`src/rtl/sim_ram_req_adapter.sv`:
```
// Valid/ready request adapter in front of a fixed-latency simulation RAM.
// Each fire is tagged through a LAT-stage pipeline and returned in order via a credit-guarded FIFO.
module sim_ram_req_adapter #(
   parameter int ADDR_WIDTH  = 12,
   parameter int DATA_WIDTH  = 32,
   parameter int READ_DELAY  = 1,
   parameter int WRITE_DELAY = 1,
   parameter int FIFO_DEPTH  = 4
) (
   input  logic                    clock,
   input  logic                    reset,
   input  logic                    req_valid,
   output logic                    req_ready,
   input  logic                    req_write,
   input  logic [ADDR_WIDTH+1:0]   req_addr,
   input  logic [DATA_WIDTH/8-1:0] req_wstrb,
   input  logic [DATA_WIDTH-1:0]   req_wdata,
   output logic                    resp_valid,
   input  logic                    resp_ready,
   output logic                    resp_write,
   output logic [DATA_WIDTH-1:0]   resp_rdata,
   output logic [ADDR_WIDTH-1:0]   ram_raddr,
   output logic [ADDR_WIDTH-1:0]   ram_waddr,
   output logic [DATA_WIDTH/8-1:0] ram_wstrb,
   output logic [DATA_WIDTH-1:0]   ram_wdata,
   input  logic [DATA_WIDTH-1:0]   ram_rdata
);

   localparam int LAT = (READ_DELAY > WRITE_DELAY) ? READ_DELAY : WRITE_DELAY;
   localparam int PW  = (FIFO_DEPTH > 1) ? $clog2(FIFO_DEPTH) : 1;
   localparam int CW  = $clog2(FIFO_DEPTH + 1);
   localparam int WW  = $clog2(WRITE_DELAY + 1);

   logic                  fire;
   logic                  wr_fire;
   logic                  wr_leave;
   logic                  pop;
   logic                  push;
   logic                  has_credit;
   logic                  no_hazard;
   logic [LAT-1:0]        pipe_valid;
   logic [LAT-1:0]        pipe_write;
   logic [DATA_WIDTH-1:0] pipe_data [LAT];
   logic [DATA_WIDTH-1:0] stage_out [LAT];
   logic [CW-1:0]         credits;
   logic [CW-1:0]         fifo_count;
   logic [WW-1:0]         wr_inflight;
   logic [PW-1:0]         wr_ptr;
   logic [PW-1:0]         rd_ptr;
   logic                  fifo_write [FIFO_DEPTH];
   logic [DATA_WIDTH-1:0] fifo_data [FIFO_DEPTH];
   logic [1:0]            unused_addr_bits;

   function automatic logic [PW-1:0] ptr_next(input logic [PW-1:0] ptr);
      return (ptr == PW'(FIFO_DEPTH - 1)) ? '0 : ptr + PW'(1);
   endfunction

   assign unused_addr_bits = req_addr[1:0];

   // Credits cover both the pipeline and the FIFO, so a pop frees a slot for a same-cycle fire.
   assign pop        = resp_valid & resp_ready;
   assign has_credit = (credits < CW'(FIFO_DEPTH)) | pop;
   assign no_hazard  = req_write | (wr_inflight == '0);
   assign req_ready  = reset & has_credit & no_hazard;
   assign fire       = req_valid & req_ready;
   assign wr_fire    = fire & req_write;
   assign wr_leave   = pipe_valid[WRITE_DELAY-1] & pipe_write[WRITE_DELAY-1];
   assign push       = pipe_valid[LAT-1];

   assign ram_raddr = req_addr[ADDR_WIDTH+1:2];
   assign ram_waddr = req_addr[ADDR_WIDTH+1:2];
   assign ram_wdata = req_wdata;
   assign ram_wstrb = wr_fire ? req_wstrb : '0;

   assign resp_valid = (fifo_count != '0);
   assign resp_write = resp_valid & fifo_write[rd_ptr];
   assign resp_rdata = resp_valid ? fifo_data[rd_ptr] : '0;

   // Read data is sampled while a read sits in stage READ_DELAY, as it moves on.
   always_comb begin
      for (int k = 0; k < LAT; k++) begin
         if ((k == READ_DELAY - 1) && pipe_valid[k] && !pipe_write[k]) begin
            stage_out[k] = ram_rdata;
         end else begin
            stage_out[k] = pipe_data[k];
         end
      end
   end

   // Tag pipeline: never stalls, entries simply shift one stage per cycle.
   always_ff @(posedge clock or negedge reset) begin
      if (!reset) begin
         pipe_valid <= '0;
         pipe_write <= '0;
         for (int k = 0; k < LAT; k++) begin
            pipe_data[k] <= '0;
         end
      end else begin
         pipe_valid[0] <= fire;
         pipe_write[0] <= wr_fire;
         pipe_data[0]  <= '0;
         for (int k = 1; k < LAT; k++) begin
            pipe_valid[k] <= pipe_valid[k-1];
            pipe_write[k] <= pipe_write[k-1];
            pipe_data[k]  <= stage_out[k-1];
         end
      end
   end

   // Credit and write-in-flight accounting.
   always_ff @(posedge clock or negedge reset) begin
      if (!reset) begin
         credits     <= '0;
         wr_inflight <= '0;
      end else begin
         case ({fire, pop})
            2'b10:   credits <= credits + CW'(1);
            2'b01:   credits <= credits - CW'(1);
            default: credits <= credits;
         endcase
         case ({wr_fire, wr_leave})
            2'b10:   wr_inflight <= wr_inflight + WW'(1);
            2'b01:   wr_inflight <= wr_inflight - WW'(1);
            default: wr_inflight <= wr_inflight;
         endcase
      end
   end

   // Response FIFO with wrapping pointers; push and pop may coincide.
   always_ff @(posedge clock or negedge reset) begin
      if (!reset) begin
         wr_ptr     <= '0;
         rd_ptr     <= '0;
         fifo_count <= '0;
         for (int k = 0; k < FIFO_DEPTH; k++) begin
            fifo_write[k] <= 1'b0;
            fifo_data[k]  <= '0;
         end
      end else begin
         if (push) begin
            fifo_write[wr_ptr] <= pipe_write[LAT-1];
            fifo_data[wr_ptr]  <= stage_out[LAT-1];
            wr_ptr             <= ptr_next(wr_ptr);
         end
         if (pop) begin
            rd_ptr <= ptr_next(rd_ptr);
         end
         case ({push, pop})
            2'b10:   fifo_count <= fifo_count + CW'(1);
            2'b01:   fifo_count <= fifo_count - CW'(1);
            default: fifo_count <= fifo_count;
         endcase
      end
   end

endmodule

```
`config.mk`:
```
export PLATFORM = sky130hd
export DESIGN_NAME = sim_ram_req_adapter
export DESIGN_NICKNAME = d
export VERILOG_FILES = /design/src/rtl/sim_ram_req_adapter.sv
export SDC_FILE = /design/constraint.sdc
export NUM_CORES = 1
export LEC_CHECK = 0
export CORE_MARGIN = 2
export CORE_UTILIZATION = 25
export DETAILED_ROUTE_END_ITERATION = 16
export PLACE_DENSITY = 0.47
export SETUP_SLACK_MARGIN = 0.2
export SYNTH_ARGS = -nofsm -noshare
export SYNTH_HDL_FRONTEND = slang
export SYNTH_SLANG_ARGS = --single-unit
export TNS_END_PERCENT = 1
```
`constraint.sdc`:
```
create_clock -name clock -period 6.66 [get_ports clock]
set_clock_uncertainty 0.15 [all_clocks]
set_input_delay 1.332 -clock clock [delete_from_list [all_inputs] [get_ports clock]]
set_output_delay 1.332 -clock clock [all_outputs]
set_load 0.05 [all_outputs]
```
==> results.json, run 1 <==
{
  "status": "finished, final reports clean",
  "clk_pin_slew_ns": 0.06,
  "globalplace.congestion": 0.682,
  "syn_area_per_cell_um2": 13.4,
  "critPathLaunch": "resp_ready",
  "drt_wl_total_um": 18600,
  "fmax_mhz": 208,
  "ys_ff_latch": 145,
  "r2r-start": "fifo_count[0]",
  "post_drt_wl_per_cell_um": 21.3,
  "hold_class": "reg2reg",
  "synth_top_family_by_area": "compound AO/OA/AOI/OAI gates",
  "yosys.area_share.xor_xnor_pct": 1.03,
  "crit_type": "in2out",
  "cts-root-buf": "clkbuf_16",
  "p_leak_nw": 3.49,
  "htreeDepth": 4,
  "arrival_ns": 3.32,
  "reg2reg_setup_slack_ns": 4.11,
  "slew-limit-headroom_pct": 29.2,
  "initial_core_util_pct": 25.4,
  "die_w_um": 169,
  "worstPathMaxFanout": 6,
  "overflow": 0,
  "layout-drive-gt1-share_pct": 15.1,
  "drv_cap": 0,
  "power_density_mw_per_mm2": 588,
  "setup_viol": 0,
  "diodes": 0,
  "clkSinkCount": 145,
  "die_y_um": 169,
  "syn_nets": 605,
  "dieArea_mm2": 0.0287,
  "hpwl_um": 11100,
  "drc": 0,
  "grt_pass1_wl_um": 28500,
  "nNetsFinal": 615,
  "required_ns": 5.18,
  "grt_pass1_vias": 4907,
  "yosys.area_share.simple_pct": 5.51,
  "end_kind": "primary output",
  "cts_buffer_depth": 2,
  "synth-compound-area-share_pct": 17.3,
  "cts_tree": "yes",
  "synth_adder_area_share_pct": 1.87,
  "cts-buffers-inserted": 17,
  "stdcell_area_mm2": 0.00814,
  "grt_start_max_net_pins": 70,
  "hold_viol": 0,
  "min_period_ns": 4.80,
  "coreArea_mm2": 0.0269,
  "cts_setup_buffers": 0,
  "startpoint_type": "input port",
  "first_iter_violations": 229,
  "syn_inst": 509,
  "clk_latency_ns": 0.41,
  "synth_cell_types": 33,
  "ant_nets": 0,
  "setup_tns_ns": 0,
  "period_share_pct": 72.0,
  "reg2reg_depth": 9,
  "placed_cell_area_mm2": 0.00750,
  "cts_resized": 0,
  "worstMarginPinSlew_ns": 1.06,
  "finalMaxSlewViolations": 0,
  "ir_drop_v": 0.000230,
  "crit_end": "req_ready",
  "vias": 4340,
  "syn_to_final_growth_pct": 19.2,
  "std_cell_rows": 60,
  "drt_first_pass_iters": 4,
  "seq_area_frac_synth_pct": 53.1,
  "grt.total_usage_pct": 13.3,
  "ctsHoldBuffers": 0,
  "fin_util_pct": 30.3,
  "synthMuxAreaShare_pct": 11.3,
  "syn-cell-area_mm2": 0.00683,
  "avgViaCountPerCell": 4.98,
  "reg2reg_to": "credits[2]",
  "antenna_found_initial": 0,
  "pin_count": 182,
  "rsz0062_at_grt": "no",
  "synth_warnings": 0,
  "port_buffers": 79
}
[state kept, by name, indices dropped and copies added, names as in the netlist]
| signal | flops |
|---|---|
| pipe_write | 1 |
| pipe_valid | 1 |
| wr_inflight | 1 |
| credits | 3 |
| fifo_count | 3 |
| fifo_data | 128 |
| wr_ptr | 2 |
| fifo_write | 4 |
| rd_ptr | 2 |
[final cells by class]
class,instances,area (µm²)
clock inverter,9,180
timing repair buffer,87,852
sequential,145,3630
multi-input combinational,257,2540
clock buffer,22,464
tap,341,427
fill,2670,18700
inverter,11,41.3
[metal layers]
metal  global-route usage [%]  part of all wire (%)  up-vias
li1                         -                     -     1840
met4                     4.72                   1.7        0
met1                     16.8                    44     2283
met5                        0                     0        -
met3                     3.24                   4.9       49
met2                     22.1                    50      168
[worst max-delay path, cell delays in order]
cell and delay, ns:
clkdlybuf4s50_1 0.55, o31ai_4 0.14, a21boi_0 0.30, and2_1 0.18
clkdlybuf4s50_1 0.81
[cells in the final DEF, fill, tap and decap left out, types with 3 or more instances in the layout]
cell             synthesis  final
nor2_1                   6      6
bufinv_16                0      5
xnor2_1                  3      3
ha_1                     7      7
o21ai_0                  5      5
inv_1                   11     11
a21oi_1                  4      4
mux4_2                  33     33
nand2_1                  9      9
xor2_1                   5      5
and2_1                   6      5
clkbuf_1                12      3
a22o_1                 125    125
buf_4                   56      8
clkbuf_16                0     17
dfrtp_1                145    143
and2_2                   0      4
clkdlybuf4s50_1          0     78
nor2b_1                 33     33
[power by group]
group	internal, W	total, W	leakage (nW)	switching (W)
Combinational	0.00100	0.00214	1.34	0.00114
Sequential	0.00127	0.00160	1.85	0.000326
Clock	0.000684	0.00104	0.310	0.000360
Total	0.00296	0.00479	3.49	0.00183
[per-stage QoR]
| stage | hold slack (ns) | cells | total power [W] | setup WS, ns |
|---|---|---|---|---|
| after CTS | 0.328 | 872 | 0.00484 | 1.81 |
| final | 0.327 | 872 | 0.00479 | 1.86 |
| after floorplan | 0.295 | 509 | 0.00318 | 3.07 |
| after detailed placement | 0.315 | 841 | 0.00378 | 1.83 |
| after global placement | 0.308 | 841 | 0.00371 | 1.85 |
| after global routing | 0.349 | 872 | 0.00504 | 1.75 |
[cell usage after synthesis (all sizes together)]
cell      n  area share [%]
o31ai     1            0.31
a22o    125              16
clkbuf   12            0.66
and2b     1            0.11
dfrtp   145              53
nand3     2            0.15
inv      11            0.60
mux2      1            0.16
nor3      2            0.22
xor2      5            0.64
nor2b    33             3.0
nand2b    2            0.18
and2      9            0.82
a21boi    1            0.11
a21oi     5            0.42
buf      84             8.5
nor2      6            0.33
mux4     33              11
or3       1           0.092
nand2     9            0.49
a21o      1            0.11
ha        7             1.3
fa        2            0.59
o21ai     5            0.37
xnor2     3            0.38
and3      1           0.092
mux2i     2            0.29
[cell families (layout without fill, tap and decap cells)]
group / after synthesis / count (layout)
XOR/XNOR: 8 / 8
AND/OR/NAND/NOR: 66 / 66
adder cells (fa/ha/maj): 9 / 9
buffers and inverters: 107 / 129
flip-flops: 145 / 145
AO/OA/AOI/OAI: 138 / 138
multiplexers: 36 / 36
[how the worst min path moves through the flow]
stage | from | endpoint | slack [ns] | depth (start not counted)
after CTS | fifo_data[63] | fifo_data[63] | 0.33 | 2
after global placement | fifo_data[63] | fifo_data[63] | 0.31 | 2
final | fifo_data[63] | fifo_data[63] | 0.33 | 2
after global routing | fifo_data[63] | fifo_data[63] | 0.35 | 2
after floorplan | fifo_data[63] | fifo_data[63] | 0.29 | 2
after detailed placement | fifo_data[63] | fifo_data[63] | 0.31 | 2
Note: power is estimated with default switching activity, not from simulation.
==> run 2: changes to the inputs <==
- PLACE_DENSITY: 0.47 -> 0.48
- clock period: 6.66 -> 4.3 ns (I/O delays scaled with it)
==> run 2 against run 1 <==
Effect of this change:
- non-clock buffer count up 2
- count of clock-buffer cells in the layout down 4
- flip-flop and latch count unchanged
- sequential power up 51%
- combinational power up 59%
- routed wire length down 1.5%
- largest power group unchanged
==> results.json, run 2 (synthesis results as in run 1) <==
{
  "status": "finished, final reports clean",
  "cts_tree": "yes",
  "max_stage_delay_ns": 0.88,
  "clk_pin_slew_ns": 0.06,
  "p_leak_nw": 3.50,
  "ant_nets": 0,
  "port_buffers": 79,
  "reg2reg_depth": 9,
  "mostFrequentLayoutCell": "dfrtp_1",
  "reg2reg_to": "credits[2]",
  "reg_top3": "fifo_data (128), fifo_write (4)",
  "total_power_w": 0.00737,
  "antenna_found_initial": 1,
  "finalMaxSlewViolations": 0,
  "die_y_um": 169,
  "cts_resized": 0,
  "largest_register": "fifo_data",
  "hold_viol": 0,
  "power_density_mw_per_mm2": 905,
  "layout-drive-gt1-share_pct": 16.9,
  "crit_chain": "buf_4, mux4_2, nor2b_1, clkdlybuf4s50_1",
  "startpoint_type": "flip-flop",
  "placed_cell_area_mm2": 0.00752,
  "crit_type": "reg2out",
  "p_clk_share_pct": 21.1,
  "arrival_ns": 2.84,
  "critPathBufInv": 2,
  "min_period_ns": 3.85,
  "nNetsFinal": 617,
  "cts_buffer_depth": 2,
  "avgViaCountPerCell": 4.89,
  "ctsHoldBuffers": 0,
  "hold_class": "in2async",
  "fmax_mhz": 260,
  "switching_share_pct": 38.6,
  "most-common-layout-cells": "dfrtp_1 (143), a22o_1 (125), clkdlybuf4s50_1 (73)",
  "vias": 4284,
  "cts_setup_buffers": 0,
  "drc": 0,
  "overflow": 0,
  "largest_reg_flops": 128,
  "drt_first_pass_iters": 4,
  "drv_cap": 0,
  "r2r-start": "fifo_count[0]",
  "switching_power_w": 0.00285,
  "grt_start_max_net_pins": 68,
  "grt_pass1_vias": 4832,
  "p_int_w": 0.00452,
  "worstPathMaxFanout": 26,
  "syn_to_final_growth_pct": 19.2,
  "critPathTopFamily": "buffers and inverters",
  "cts-root-buf": "clkbuf_16",
  "critPathLaunch": "rd_ptr[1]",
  "period_share_pct": 89.5,
  "ir_drop_v": 0.000454,
  "hpwl_um": 11300,
  "htreeDepth": 4,
  "drt_wl_total_um": 18300,
  "worstMarginPinSlew_ns": 1.18,
  "coreArea_mm2": 0.0269,
  "globalplace.congestion": 0.730,
  "slew-limit-headroom_pct": 21.5,
  "hold_ws_ns": 0.174,
  "setup_tns_ns": 0,
  "seqPwrFrac_pct": 32.8,
  "end_kind": "primary output",
  "die_w_um": 169,
  "p_comb_share_pct": 46.1,
  "initial_core_util_pct": 25.4,
  "grt.total_usage_pct": 13.2,
  "post_drt_wl_per_cell_um": 20.9,
  "slowest_stage": "dfrtp_2",
  "reg2reg_setup_slack_ns": 1.80,
  "first_iter_violations": 227,
  "pin_count": 182,
  "clk_latency_ns": 0.42,
  "required_ns": 3.29,
  "stdcell_area_mm2": 0.00814,
  "setup_viol": 0,
  "rsz0062_at_grt": "no",
  "clkSinkCount": 145,
  "cts-buffers-inserted": 17,
  "dieArea_mm2": 0.0287,
  "std_cell_rows": 60,
  "grt_pass1_wl_um": 28500
}
-- run 2: cell count changes in the layout (fill, tap and decap cells not counted), moves of 2 or more --
| cell | previous run | this run |
|---|---|---|
| buf_4 | 8 | 13 |
| clkdlybuf4s50_1 | 78 | 73 |
| clkinv_2 | 1 | 4 |
| buf_12 | 0 | 2 |
| clkbuf_1 | 3 | 1 |
| clkbuf_8 | 2 | 0 |
| clkinvlp_4 | 1 | 3 |
-- run 2: worst max-delay path by stage --
stage	depth (start not counted)	endpoint
6_report	4	resp_rdata[12]
5_1_grt	4	resp_rdata[11]
4_1_cts	4	resp_rdata[12]
3_5_place_dp	4	resp_rdata[12]
3_3_place_gp	4	resp_write
2_1_floorplan	4	resp_rdata[10]
-- run 2: power groups by stage --
stage	clock network (W)	logic, W	registers (W)
2_1_floorplan	0	0.00271	0.00222
3_3_place_gp	0	0.00340	0.00237
3_5_place_dp	0	0.00343	0.00244
4_1_cts	0.00158	0.00345	0.00242
5_1_grt	0.00164	0.00363	0.00250
6_report	0.00155	0.00340	0.00242
-- run 2: final cells by class --
class / instances / area, µm²
timing repair buffer: 89 / 880
tap: 341 / 427
clock buffer: 18 / 429
fill: 2689 / 18700
multi-input combinational: 257 / 2540
inverter: 11 / 41.3
sequential: 145 / 3630
clock inverter: 14 / 189
antenna: 1 / 2.50
-- run 2: per-stage QoR --
step,std cells,setup slack [ns],utilization [%]
finish,876,0.452,30.3
global route,875,0.374,30.3
CTS,875,0.437,30.3
detailed placement,843,0.890,28.0
global placement,843,0.928,28.0
floorplan,509,1.59,-
-- run 2: per-layer routing --
layer	track usage, %	share of wire [%]	wire length (µm)	vias to the layer above
met2	21.7	49	9040	130
met1	16.9	43	7950	2260
li1	-	-	-	1847
met3	3.22	5.2	945	47
met5	0	0	0	-
met4	4.53	1.9	349	0
==> run 3: changes to the inputs <==
- SLEW_MARGIN: default -> 20
==> run 3 against run 2 <==
Effect of this change:
- via count increased by 0.58%
- cell count decreased by 0.11%
- highest routed layer unchanged
- critical endpoint unchanged
- count of clock-buffer cells in the layout decreased by 1
- fmax increased by 0.27%
==> results.json, run 3 (synthesis results as in run 1) <==
{
  "ctsHoldBuffers": 0,
  "drt_wl_total_um": 18200,
  "overflow": 0,
  "initial_core_util_pct": 25.4,
  "met2_length_um": 9070,
  "reg_top3": "fifo_data (128), fifo_write (4)",
  "post_drt_wl_per_cell_um": 20.8,
  "largest_reg_flops": 128,
  "cts_setup_buffers": 0,
  "end_kind": "primary output",
  "drt_first_pass_iters": 4,
  "mostFrequentLayoutCell": "dfrtp_1",
  "cts_buffer_depth": 2,
  "placed_cell_area_mm2": 0.00753,
  "period_share_pct": 89.2,
  "antenna_found_initial": 1,
  "die_y_um": 169,
  "cts_tree": "yes",
  "die_w_um": 169,
  "reg2reg_to": "credits[2]",
  "std_cell_rows": 60,
  "stdcell_area_mm2": 0.00810,
  "avgViaCountPerCell": 4.92,
  "reg2reg_setup_slack_ns": 1.80,
  "cts-buffers-inserted": 17,
  "crit_type": "reg2out",
  "setup_viol": 0,
  "worstPathMaxFanout": 26,
  "critPathLaunch": "rd_ptr[1]",
  "ir_drop_v": 0.000489,
  "hold_viol": 0,
  "setup_tns_ns": 0,
  "required_ns": 3.29,
  "grt_pass1_vias": 4777,
  "p_leak_nw": 3.48,
  "crit_end": "resp_rdata[12]",
  "grt.total_usage_pct": 13.1,
  "largest_register": "fifo_data",
  "reg2reg_depth": 9,
  "htreeDepth": 4,
  "coreArea_mm2": 0.0269,
  "r2r-start": "fifo_count[0]",
  "total_power_w": 0.00724,
  "grt_pass1_wl_um": 28500,
  "dr_wl_met3_um": 1200,
  "grt_start_max_net_pins": 68,
  "first_iter_violations": 206,
  "port_buffers": 79,
  "status": "finished, final reports clean",
  "arrival_ns": 2.83,
  "fmax_mhz": 261,
  "slew-limit-headroom_pct": 21.3,
  "dieArea_mm2": 0.0287,
  "worstMarginPinSlew_ns": 1.18,
  "nNetsFinal": 617,
  "layout-drive-gt1-share_pct": 17.1,
  "ant_nets": 0,
  "hpwl_um": 11300,
  "syn_to_final_growth_pct": 18.5,
  "cts-root-buf": "clkbuf_16",
  "power_density_mw_per_mm2": 894,
  "cts_resized": 0,
  "startpoint_type": "flip-flop",
  "pin_count": 182,
  "topRoutingLayerUsed": "met4",
  "drc": 0,
  "clk_latency_ns": 0.42,
  "hold_class": "in2async",
  "globalplace.congestion": 0.730,
  "fin_util_pct": 30.1,
  "finalMaxSlewViolations": 0,
  "clkSinkCount": 145,
  "clk_pin_slew_ns": 0.06,
  "most-common-layout-cells": "dfrtp_1 (143), a22o_1 (125), clkdlybuf4s50_1 (73)",
  "drt-met1-wl_um": 7680,
  "rsz0062_at_grt": "no",
  "drv_cap": 0,
  "min_period_ns": 3.84,
  "vias": 4309
}
-- run 3: worst min-delay path by stage --
stage,start,to,slack (ns),cells past startpoint
2_1_floorplan,fifo_data[63],fifo_data[63],0.29,2
5_1_grt,reset,fifo_data[115],0.19,1
3_3_place_gp,fifo_data[95],fifo_data[95],0.31,2
3_5_place_dp,credits[0],credits[0],0.32,1
6_report,reset,fifo_data[115],0.17,1
4_1_cts,reset,fifo_data[115],0.17,1
-- run 3: critical path, cell delays in order, from the launching register on --
cell and delay [ns]:
dfrtp_2 0.87, buf_4 0.34, mux4_2 0.34, nor2b_1 0.15
clkdlybuf4s50_1 0.70
-- run 3: power breakdown --
part	leakage [nW]	switching (W)	internal, W	total (W)
clock	0.275	0.000576	0.000848	0.00142
combinational	1.36	0.00181	0.00158	0.00340
sequential	1.85	0.000445	0.00197	0.00242
-- run 3: cell type report --
cell class | count | area (µm²)
Multi-Input combinational cell | 257 | 2550
Inverter | 11 | 41.3
Fill cell | 2709 | 18800
Clock buffer | 17 | 425
Timing Repair Buffer | 89 | 880
Antenna cell | 1 | 2.50
Tap cell | 341 | 427
Sequential cell | 145 | 3630
Clock inverter | 14 | 143
-- run 3: through the flow --
step	hold slack (ns)	worst slack [ns]	instances
finish	0.174	0.462	875
global route	0.188	0.381	874
CTS	0.175	0.439	874
detailed placement	0.317	0.897	843
global placement	0.309	0.928	843
floorplan	0.295	1.59	509
-- run 3: layer usage --
| metal | GRT usage [%] | vias to the layer above |
|---|---|---|
| met1 | 16.8 | 2270 |
| li1 | - | 1850 |
| met3 | 3.43 | 43 |
| met4 | 4.35 | 0 |
| met5 | 0 | - |
| met2 | 21.7 | 146 |
